--- src/rtl/muldiv_unit.sv ---
// Iterative MULT/MULTU/DIV/DIVU unit owning the architectural HI/LO registers.
// Optional build macro MULDIV_EARLY_OUT_EN: multiplies with a half-width multiplier magnitude finish early.
module muldiv_unit #(
  parameter int XLEN  = 32,
  parameter int CNT_W = 6
) (
  input  logic            clk,
  input  logic            reset,
  input  logic            start,
  input  logic [1:0]      op,
  input  logic [XLEN-1:0] a,
  input  logic [XLEN-1:0] b,
  input  logic            wr_hi,
  input  logic            wr_lo,
  input  logic [XLEN-1:0] wdata,
  output logic            busy,
  output logic            done,
  output logic [XLEN-1:0] hi,
  output logic [XLEN-1:0] lo
);

  // state  | meaning
  // S_IDLE | accept start and MTHI/MTLO writes
  // S_CALC | one radix-2 multiply or divide iteration per cycle
  // S_FIX  | sign correction / divide-by-zero substitution into acc
  // S_DONE | load HI/LO from acc, pulse done on the way back to idle
  typedef enum logic [1:0] {S_IDLE, S_CALC, S_FIX, S_DONE} state_t;

  localparam logic [CNT_W-1:0] ITER_FULL = CNT_W'(XLEN);

  state_t              state_q, state_d;
  logic [CNT_W-1:0]    cnt_q, cnt_d;
  logic                is_div_q, is_div_d;
  logic                neg_q, neg_d;
  logic                neg_rem_q, neg_rem_d;
  logic                dz_q, dz_d;
  logic [2*XLEN-1:0]   acc_q, acc_d;
  logic [2*XLEN-1:0]   mcand_q, mcand_d;
  logic [XLEN-1:0]     aux_q, aux_d;
  logic [XLEN-1:0]     hi_q, hi_d;
  logic [XLEN-1:0]     lo_q, lo_d;
  logic                done_q, done_d;

  logic                sign_a, sign_b;
  logic [XLEN-1:0]     mag_a, mag_b;
  logic [CNT_W-1:0]    start_cnt;
  logic [XLEN:0]       rem_shift, diff;
  logic                q_bit;
  logic [XLEN-1:0]     new_rem;
  logic [XLEN-1:0]     quo, rem;

  assign sign_a = ~op[0] & a[XLEN-1];
  assign sign_b = ~op[0] & b[XLEN-1];
  assign mag_a  = sign_a ? -a : a;
  assign mag_b  = sign_b ? -b : b;

`ifdef MULDIV_EARLY_OUT_EN
  localparam logic [CNT_W-1:0] ITER_HALF = CNT_W'(XLEN / 2);
  assign start_cnt = (~op[1] && (mag_b[XLEN-1:XLEN/2] == '0)) ? ITER_HALF : ITER_FULL;
`else
  assign start_cnt = ITER_FULL;
`endif

  // Restoring divide step: acc holds {remainder, dividend/quotient}.
  assign rem_shift = {acc_q[2*XLEN-1:XLEN], acc_q[XLEN-1]};
  assign diff      = rem_shift - {1'b0, mcand_q[XLEN-1:0]};
  assign q_bit     = ~diff[XLEN];
  assign new_rem   = q_bit ? diff[XLEN-1:0] : rem_shift[XLEN-1:0];

  assign quo = acc_q[XLEN-1:0];
  assign rem = acc_q[2*XLEN-1:XLEN];

  always_comb begin
    state_d   = state_q;
    cnt_d     = cnt_q;
    is_div_d  = is_div_q;
    neg_d     = neg_q;
    neg_rem_d = neg_rem_q;
    dz_d      = dz_q;
    acc_d     = acc_q;
    mcand_d   = mcand_q;
    aux_d     = aux_q;
    hi_d      = hi_q;
    lo_d      = lo_q;
    done_d    = 1'b0;

    case (state_q)
      S_IDLE: begin
        if (wr_hi) hi_d = wdata;
        if (wr_lo) lo_d = wdata;
        if (start) begin
          state_d   = S_CALC;
          cnt_d     = start_cnt;
          is_div_d  = op[1];
          neg_d     = sign_a ^ sign_b;
          neg_rem_d = sign_a;
          dz_d      = op[1] & (b == '0);
          if (op[1]) begin
            acc_d   = {{XLEN{1'b0}}, mag_a};
            mcand_d = {{XLEN{1'b0}}, mag_b};
            aux_d   = a;  // raw dividend, returned in HI on divide by zero
          end else begin
            acc_d   = '0;
            mcand_d = {{XLEN{1'b0}}, mag_a};
            aux_d   = mag_b;
          end
        end
      end

      S_CALC: begin
        cnt_d = cnt_q - 1'b1;
        if (is_div_q) begin
          acc_d = {new_rem, acc_q[XLEN-2:0], q_bit};
        end else begin
          // Multiplicand shifts left so an early stop leaves an aligned product.
          if (aux_q[0]) acc_d = acc_q + mcand_q;
          mcand_d = {mcand_q[2*XLEN-2:0], 1'b0};
          aux_d   = {1'b0, aux_q[XLEN-1:1]};
        end
        if (cnt_q == CNT_W'(1)) state_d = S_FIX;
      end

      S_FIX: begin
        state_d = S_DONE;
        if (!is_div_q) begin
          acc_d = neg_q ? -acc_q : acc_q;
        end else if (dz_q) begin
          acc_d = {aux_q, {XLEN{1'b1}}};
        end else begin
          acc_d = {(neg_rem_q ? -rem : rem), (neg_q ? -quo : quo)};
        end
      end

      S_DONE: begin
        state_d = S_IDLE;
        hi_d    = acc_q[2*XLEN-1:XLEN];
        lo_d    = acc_q[XLEN-1:0];
        done_d  = 1'b1;
      end

      default: state_d = S_IDLE;
    endcase
  end

  always_ff @(posedge clk) begin
    if (reset) begin
      state_q   <= S_IDLE;
      cnt_q     <= '0;
      is_div_q  <= 1'b0;
      neg_q     <= 1'b0;
      neg_rem_q <= 1'b0;
      dz_q      <= 1'b0;
      acc_q     <= '0;
      mcand_q   <= '0;
      aux_q     <= '0;
      hi_q      <= '0;
      lo_q      <= '0;
      done_q    <= 1'b0;
    end else begin
      state_q   <= state_d;
      cnt_q     <= cnt_d;
      is_div_q  <= is_div_d;
      neg_q     <= neg_d;
      neg_rem_q <= neg_rem_d;
      dz_q      <= dz_d;
      acc_q     <= acc_d;
      mcand_q   <= mcand_d;
      aux_q     <= aux_d;
      hi_q      <= hi_d;
      lo_q      <= lo_d;
      done_q    <= done_d;
    end
  end

  assign busy = (state_q != S_IDLE);
  assign done = done_q;
  assign hi   = hi_q;
  assign lo   = lo_q;

endmodule
--- config.mk ---
export PLATFORM = sky130hd
export DESIGN_NAME = muldiv_unit
export DESIGN_NICKNAME = d
export VERILOG_FILES = /design/src/rtl/muldiv_unit.sv
export SDC_FILE = /design/constraint.sdc
export NUM_CORES = 1
export LEC_CHECK = 0
export CORE_ASPECT_RATIO = 1.2
export CORE_MARGIN = 1
export CORE_UTILIZATION = 55
export DETAILED_ROUTE_END_ITERATION = 10
export PLACE_DENSITY = 0.76
export SYNTH_ARGS = -nofsm -noshare
export SYNTH_HDL_FRONTEND = slang
export SYNTH_SLANG_ARGS = --single-unit
export TNS_END_PERCENT = 30
--- constraint.sdc ---
create_clock -name clk -period 4.95 [get_ports clk]
set_input_delay 0.7425 -clock clk [delete_from_list [all_inputs] [get_ports clk]]
set_output_delay 0.7425 -clock clk [all_outputs]
set_load 0.02 [all_outputs]
-- Word level (Yosys, flattened, before mapping)
Index checks and enable logic that the tools add are counted.
- bits in registers: 237
- latch bits: 0
- RAM bits: 0
- ROM bits: 0
- input bits: 103
- word-level logic and storage cells: 85
- memories: 0
- add/sub/neg operators: 8
- multipliers: 0
- div/mod/pow operators: 0
- magnitude comparators: 0
- equal/unequal tests: 13
- shift operators: 0
- muxes and demuxes: 31
- bitwise operators: 6
- reduce and logical (&&, ||, !) cells: 14
- operators with widths (operator ; count):
    64-bit 2-to-1 mux ; 8
    32-bit 2-to-1 mux ; 12
    32-bit case mux with 2 select lines ; 3
    64-bit case mux with 3 select lines ; 1
    32-bit negation ; 4
    64-bit case mux with 2 select lines ; 1
    64-bit adder ; 1
    64-bit negation ; 1
    33-bit by 32-bit subtractor with 33-bit output ; 1
    32-bit logical NOT ; 1
    6-bit case mux with 2 select lines ; 1
    2-bit != test, second input constant ; 5
    2-bit AND reduction ; 5
    5-bit AND reduction ; 2
    3-bit != test, second input constant ; 3
    2-bit case mux with 4 select lines ; 1
    6-bit by 1-bit equality test with 1-bit output, second input constant ; 1
    6-bit 2-to-1 mux ; 1
    2-bit nonzero test ; 3
    6-bit by 1-bit subtractor with 6-bit output, second input constant ; 1
    2-bit equality test, second input constant ; 2
    2-bit 2-to-1 mux ; 2
    4-bit != test, second input constant ; 1
    1-bit bitwise AND ; 3
    other kinds (7) ; 8

-- Longest topological paths before layout
- word-level depth: 6
- depth in mapped cells: 16
- depth with buffers taken out: 14

-- Worst setup path before layout
No wires, ideal clock.
- kind: reg2reg
- from: register acc_q[32]
- to: register acc_q[50]
- setup time: 0.131 ns
- arrival time: 3.312 ns
- slack: 1.507 ns
- cell stages (with the launch flop): 16
- clock period less this slack: 3.443 ns
- path through: dfxtp_1 -> clkbuf_1 -> inv_1 -> fa_1 -> nand2b_1 -> a21oi_1 -> o21ba_2 -> o2111ai_1 -> a31oi_1 -> a2111oi_0 -> nor3_1 -> buf_2 -> buf_2 -> o21ai_0 -> a221oi_1 -> o21ai_0
- cells in the longest elaborated chain, start to end: 5
- elaborated cells between the ends (all ways): 12
- classes of those cells: add/sub (4); mux (8)
- RTL lines (what ; RTL line ; RTL):
    start: declaration ; 37 ; logic [2*XLEN-1:0] acc_q, acc_d;
    start signal: assignment ; 153 ; acc_q <= '0;
    start signal: assignment ; 166 ; acc_q <= acc_d;
    32-bit negation ; 130 ; acc_d = {(neg_rem_q ? -rem : rem), (neg_q ? -quo : quo)};
    32-bit 2-to-1 mux ; 130 ;
    64-bit 2-to-1 mux ; 127 ; end else if (dz_q) begin
    64-bit 2-to-1 mux ; 125 ; if (!is_div_q) begin
    64-bit case mux with 3 select lines (*) ; 87 ; case (state_q)
Mark *: on every way between the ends. The rest lies on a longest branch, timed or not. The select of a mux whose other input is x is not followed.
A chain may end at the register's enable or synchronous reset.

-- Worst setup path after layout
- from: register acc_q[31]
- to: register acc_q[60]
- cells in the longest elaborated chain, start to end: 4
- elaborated cells between the ends (all ways): 9
- classes of those cells: add/sub (3); mux (6)
- RTL lines (what ; RTL line ; RTL):
    64-bit negation (tied with other cells) ; 126 ; acc_d = neg_q ? -acc_q : acc_q;
    64-bit 2-to-1 mux (tied with other cells) ; 126 ;
    64-bit 2-to-1 mux (on tied branches) ; 125, 112 ;
    64-bit case mux with 3 select lines (*) ; 87 ;
Marked as above.

==> impl_metrics.csv <==
group,metric,value,unit
synthesis,synth-edff-count,0,
layout,register_area,0.00475,mm²
grt,grt-ovfl-total,0,
timing,rsz0062_at_grt,"false",
placement,io_buffers,168,
grt,antenna_found_initial,8,
drt,wl_per_cell,27.1,µm
synthesis,syn-num-nets,3033,
grt,grt_max_degree,99,
synthesis,syn_area_per_cell,7.16,µm²
hold_path,hold_path.class,"register to register",
cts,ctsHoldBuffers,0,
layout,drive_above_1_share,5.40,%
placement,place_hpwl,68000,µm
worst_setup_path,crit_path_end_kind,"register",
layout,final_util,64.4,%
synthesis,ys_seq_elements,237,
grt,track_usage,47.4,%
layout,multi_input_area,0.0144,mm²
timing,fin_crit_sh,87.6,%
cts,clk_pin_slew_worst_paths,70,ps
worst_setup_path,worst-endpoint-arrival,4800,ps
synthesis,yosys_warnings,0,
power,power_density,599,mW/mm²
layout,filler_cell_count,3260,
cts,post_cts_buffers,0,
drt,drc,0,
grt,grt_pass1_vias,21495,
cts,cts_root_buf,"clkbuf_16",
power,peakVddDrop,513,µV
cts,clk_latency,590,ps
worst_setup_path,crit_path_start_kind,"register",
timing,skew,20.4,ps
synthesis,syn_area,0.0202,mm²
die,io_pins,169,
timing,fin_setup_tns,0,ps
drt,wirelength,91100,µm
placement,place_area,0.0222,mm²
placement,gp_congestion,1.10,
die,coreArea,0.0360,mm²
cts,postCtsResizedCells,0,
die,die_w,177,µm
run,max_cap_violations,0,
synthesis,synthCells,2823,
synthesis,synth_area_leaders,"dfxtp_1 (23%), a21oi_1 (7.4%), nor2_1 (6.8%)",
synthesis,yosys.area.top_type,"dfxtp_1",
cts,cts_buffer_depth,3,
die,start_util,56.1,%
cts,htree_levels,1,
worst_setup_path,critPathKind,"register to register",
power,p_leak,0.00917,µW
synthesis,synth_top_area_share,23.5,%
drt,vias,23346,
timing,fmax,0.231,GHz
timing,tightest_slew,1360,ps
layout,layout_commonest_cell,"nor2_1",
timing,holdWs,490,ps
synthesis,yosysSeqAreaShare,23.5,%
timing,relSlewSlack,8.84,%
die,row_count,76,
timing,hold_violations,0,
drt,ant_nets,0,
layout,layout.nets,3078,
cts,cts_sinks,237,
drt,first_iter_violations,3066,
worst_setup_path,crit_required,5410,ps
synthesis,synth.distinct_cells,84,
synthesis,synthArstFlopShare,0,%
status,outcome,"complete, no violations",
timing,fin_crit,4330,ps
timing,slew_viol_final,0,
cts,cts-buffers-inserted,27,
synthesis,synth-main-ff-cell,"dfxtp_1",
die,die_h,212,µm
timing,finalWorstSetupSlack,615,ps
placement,pre_cts_ws,805,ps
drt,routed_via_density,6.94,
grt,grt_pass1_wl,133000,µm
worst_setup_path,path_max_fanout,56,
die,dieArea,0.0375,mm²
drt,first_pass_iters,8,
layout,postLayoutCellArea,0.0232,mm²
layout,mostFrequentLayoutCells,"nor2_1 (367), a21oi_1 (300), dfxtp_1 (236)",
timing,setup-violations-final,0,
layout,area_delta_synth_final,14.8,%
cts,cts_tree,"built",
## synth_stat cells (12+ instances only)
cell,instances
o21a_1,14
or3_1,16
and3_1,14
nand3_1,48
nor2b_1,45
o31ai_1,15
buf_2,12
a22oi_1,69
o211ai_1,30
dfxtp_1,237
xor2_1,82
a211oi_1,160
nand4_1,23
a21o_1,61
a31oi_1,23
inv_1,69
o21ai_0,231
a21oi_1,300
buf_1,15
xnor2_1,104
clkbuf_1,181
and2_1,16
nor4_1,24
mux2i_1,45
nor3_1,58
nand2b_1,27
ha_1,105
a221oi_1,24
nor2_1,369
nand2_1,217
## layout make-up
| type | count | area share (%) |
|---|---|---|
| Timing Repair Buffer | 227 | 9.32 |
| Inverter | 72 | 1.16 |
| Tap cell | 468 | 2.52 |
| Antenna cell | 6 | 0.0647 |
| Clock inverter | 17 | 1.12 |
| Multi-Input combinational cell | 2303 | 62.2 |
| Sequential cell | 237 | 20.4 |
| Clock buffer | 32 | 3.16 |
## metal layers
| layer | wire, µm | vias to the layer above | global-route usage (%) |
|---|---|---|---|
| met5 | 46 | - | 0 |
| met1 | 32600 | 10819 | 55.6 |
| met4 | 8540 | 6 | 38.1 |
| met3 | 9880 | 471 | 10.7 |
| li1 | - | 10403 | - |
| met2 | 40100 | 1647 | 74.2 |
## power by group
part	internal, µW	switching (µW)
Clock	1370	934
Sequential	2430	781
Combinational	2890	5500
## state kept, by name, summed over array words and instances (netlist names), 2 cells and up
signal   flops
hi          32
state_q      2
lo          32
aux_q       32
cnt_q        6
acc_q       64
mcand_q     64
## kinds of logic after synthesis
family | share of synthesized area (%)
buffers and inverters | 5.41
AND/OR/NAND/NOR | 21.0
flip-flops | 23.5
adder cells (fa/ha/maj) | 6.70
AO/OA/AOI/OAI | 33.0
multiplexers | 2.39
XOR/XNOR | 8.06
## critical path, cell delays in order (launching register included)
cell       delay (ps)
dfxtp_1           520
inv_1             110
ha_1              260
fa_1              400
nand2b_1          190
a21oi_1           320
o21ba_2           230
o2111ai_1         120
a31oi_1           560
a2111oi_0         260
nor3_2            290
buf_12            280
nor3_1             90
a31oi_1           160
o21ai_0           110
a211o_1           310
## stage by stage
stage          power, µW  std cells
2_1_floorplan       8320       2823
3_3_place_gp       11000       3307
3_5_place_dp       11100       3307
4_1_cts            13400       3356
5_1_grt            14500       3356
6_report           13900       3362
## final timing paths
kind	start	endpoint	slack [ps]	cells after the start
worst min register to register	neg_q$_SDFFE_PP0P_	neg_q$_SDFFE_PP0P_	490	2
worst max register to register	acc_q[31]$_SDFFE_PP0P_	acc_q[60]$_SDFFE_PP0P_	620	15
worst min-delay path	neg_q$_SDFFE_PP0P_	neg_q$_SDFFE_PP0P_	490	2
worst max-delay path	acc_q[31]$_SDFFE_PP0P_	acc_q[60]$_SDFFE_PP0P_	620	15
No activity file was read; power rests on OpenSTA's default activity.
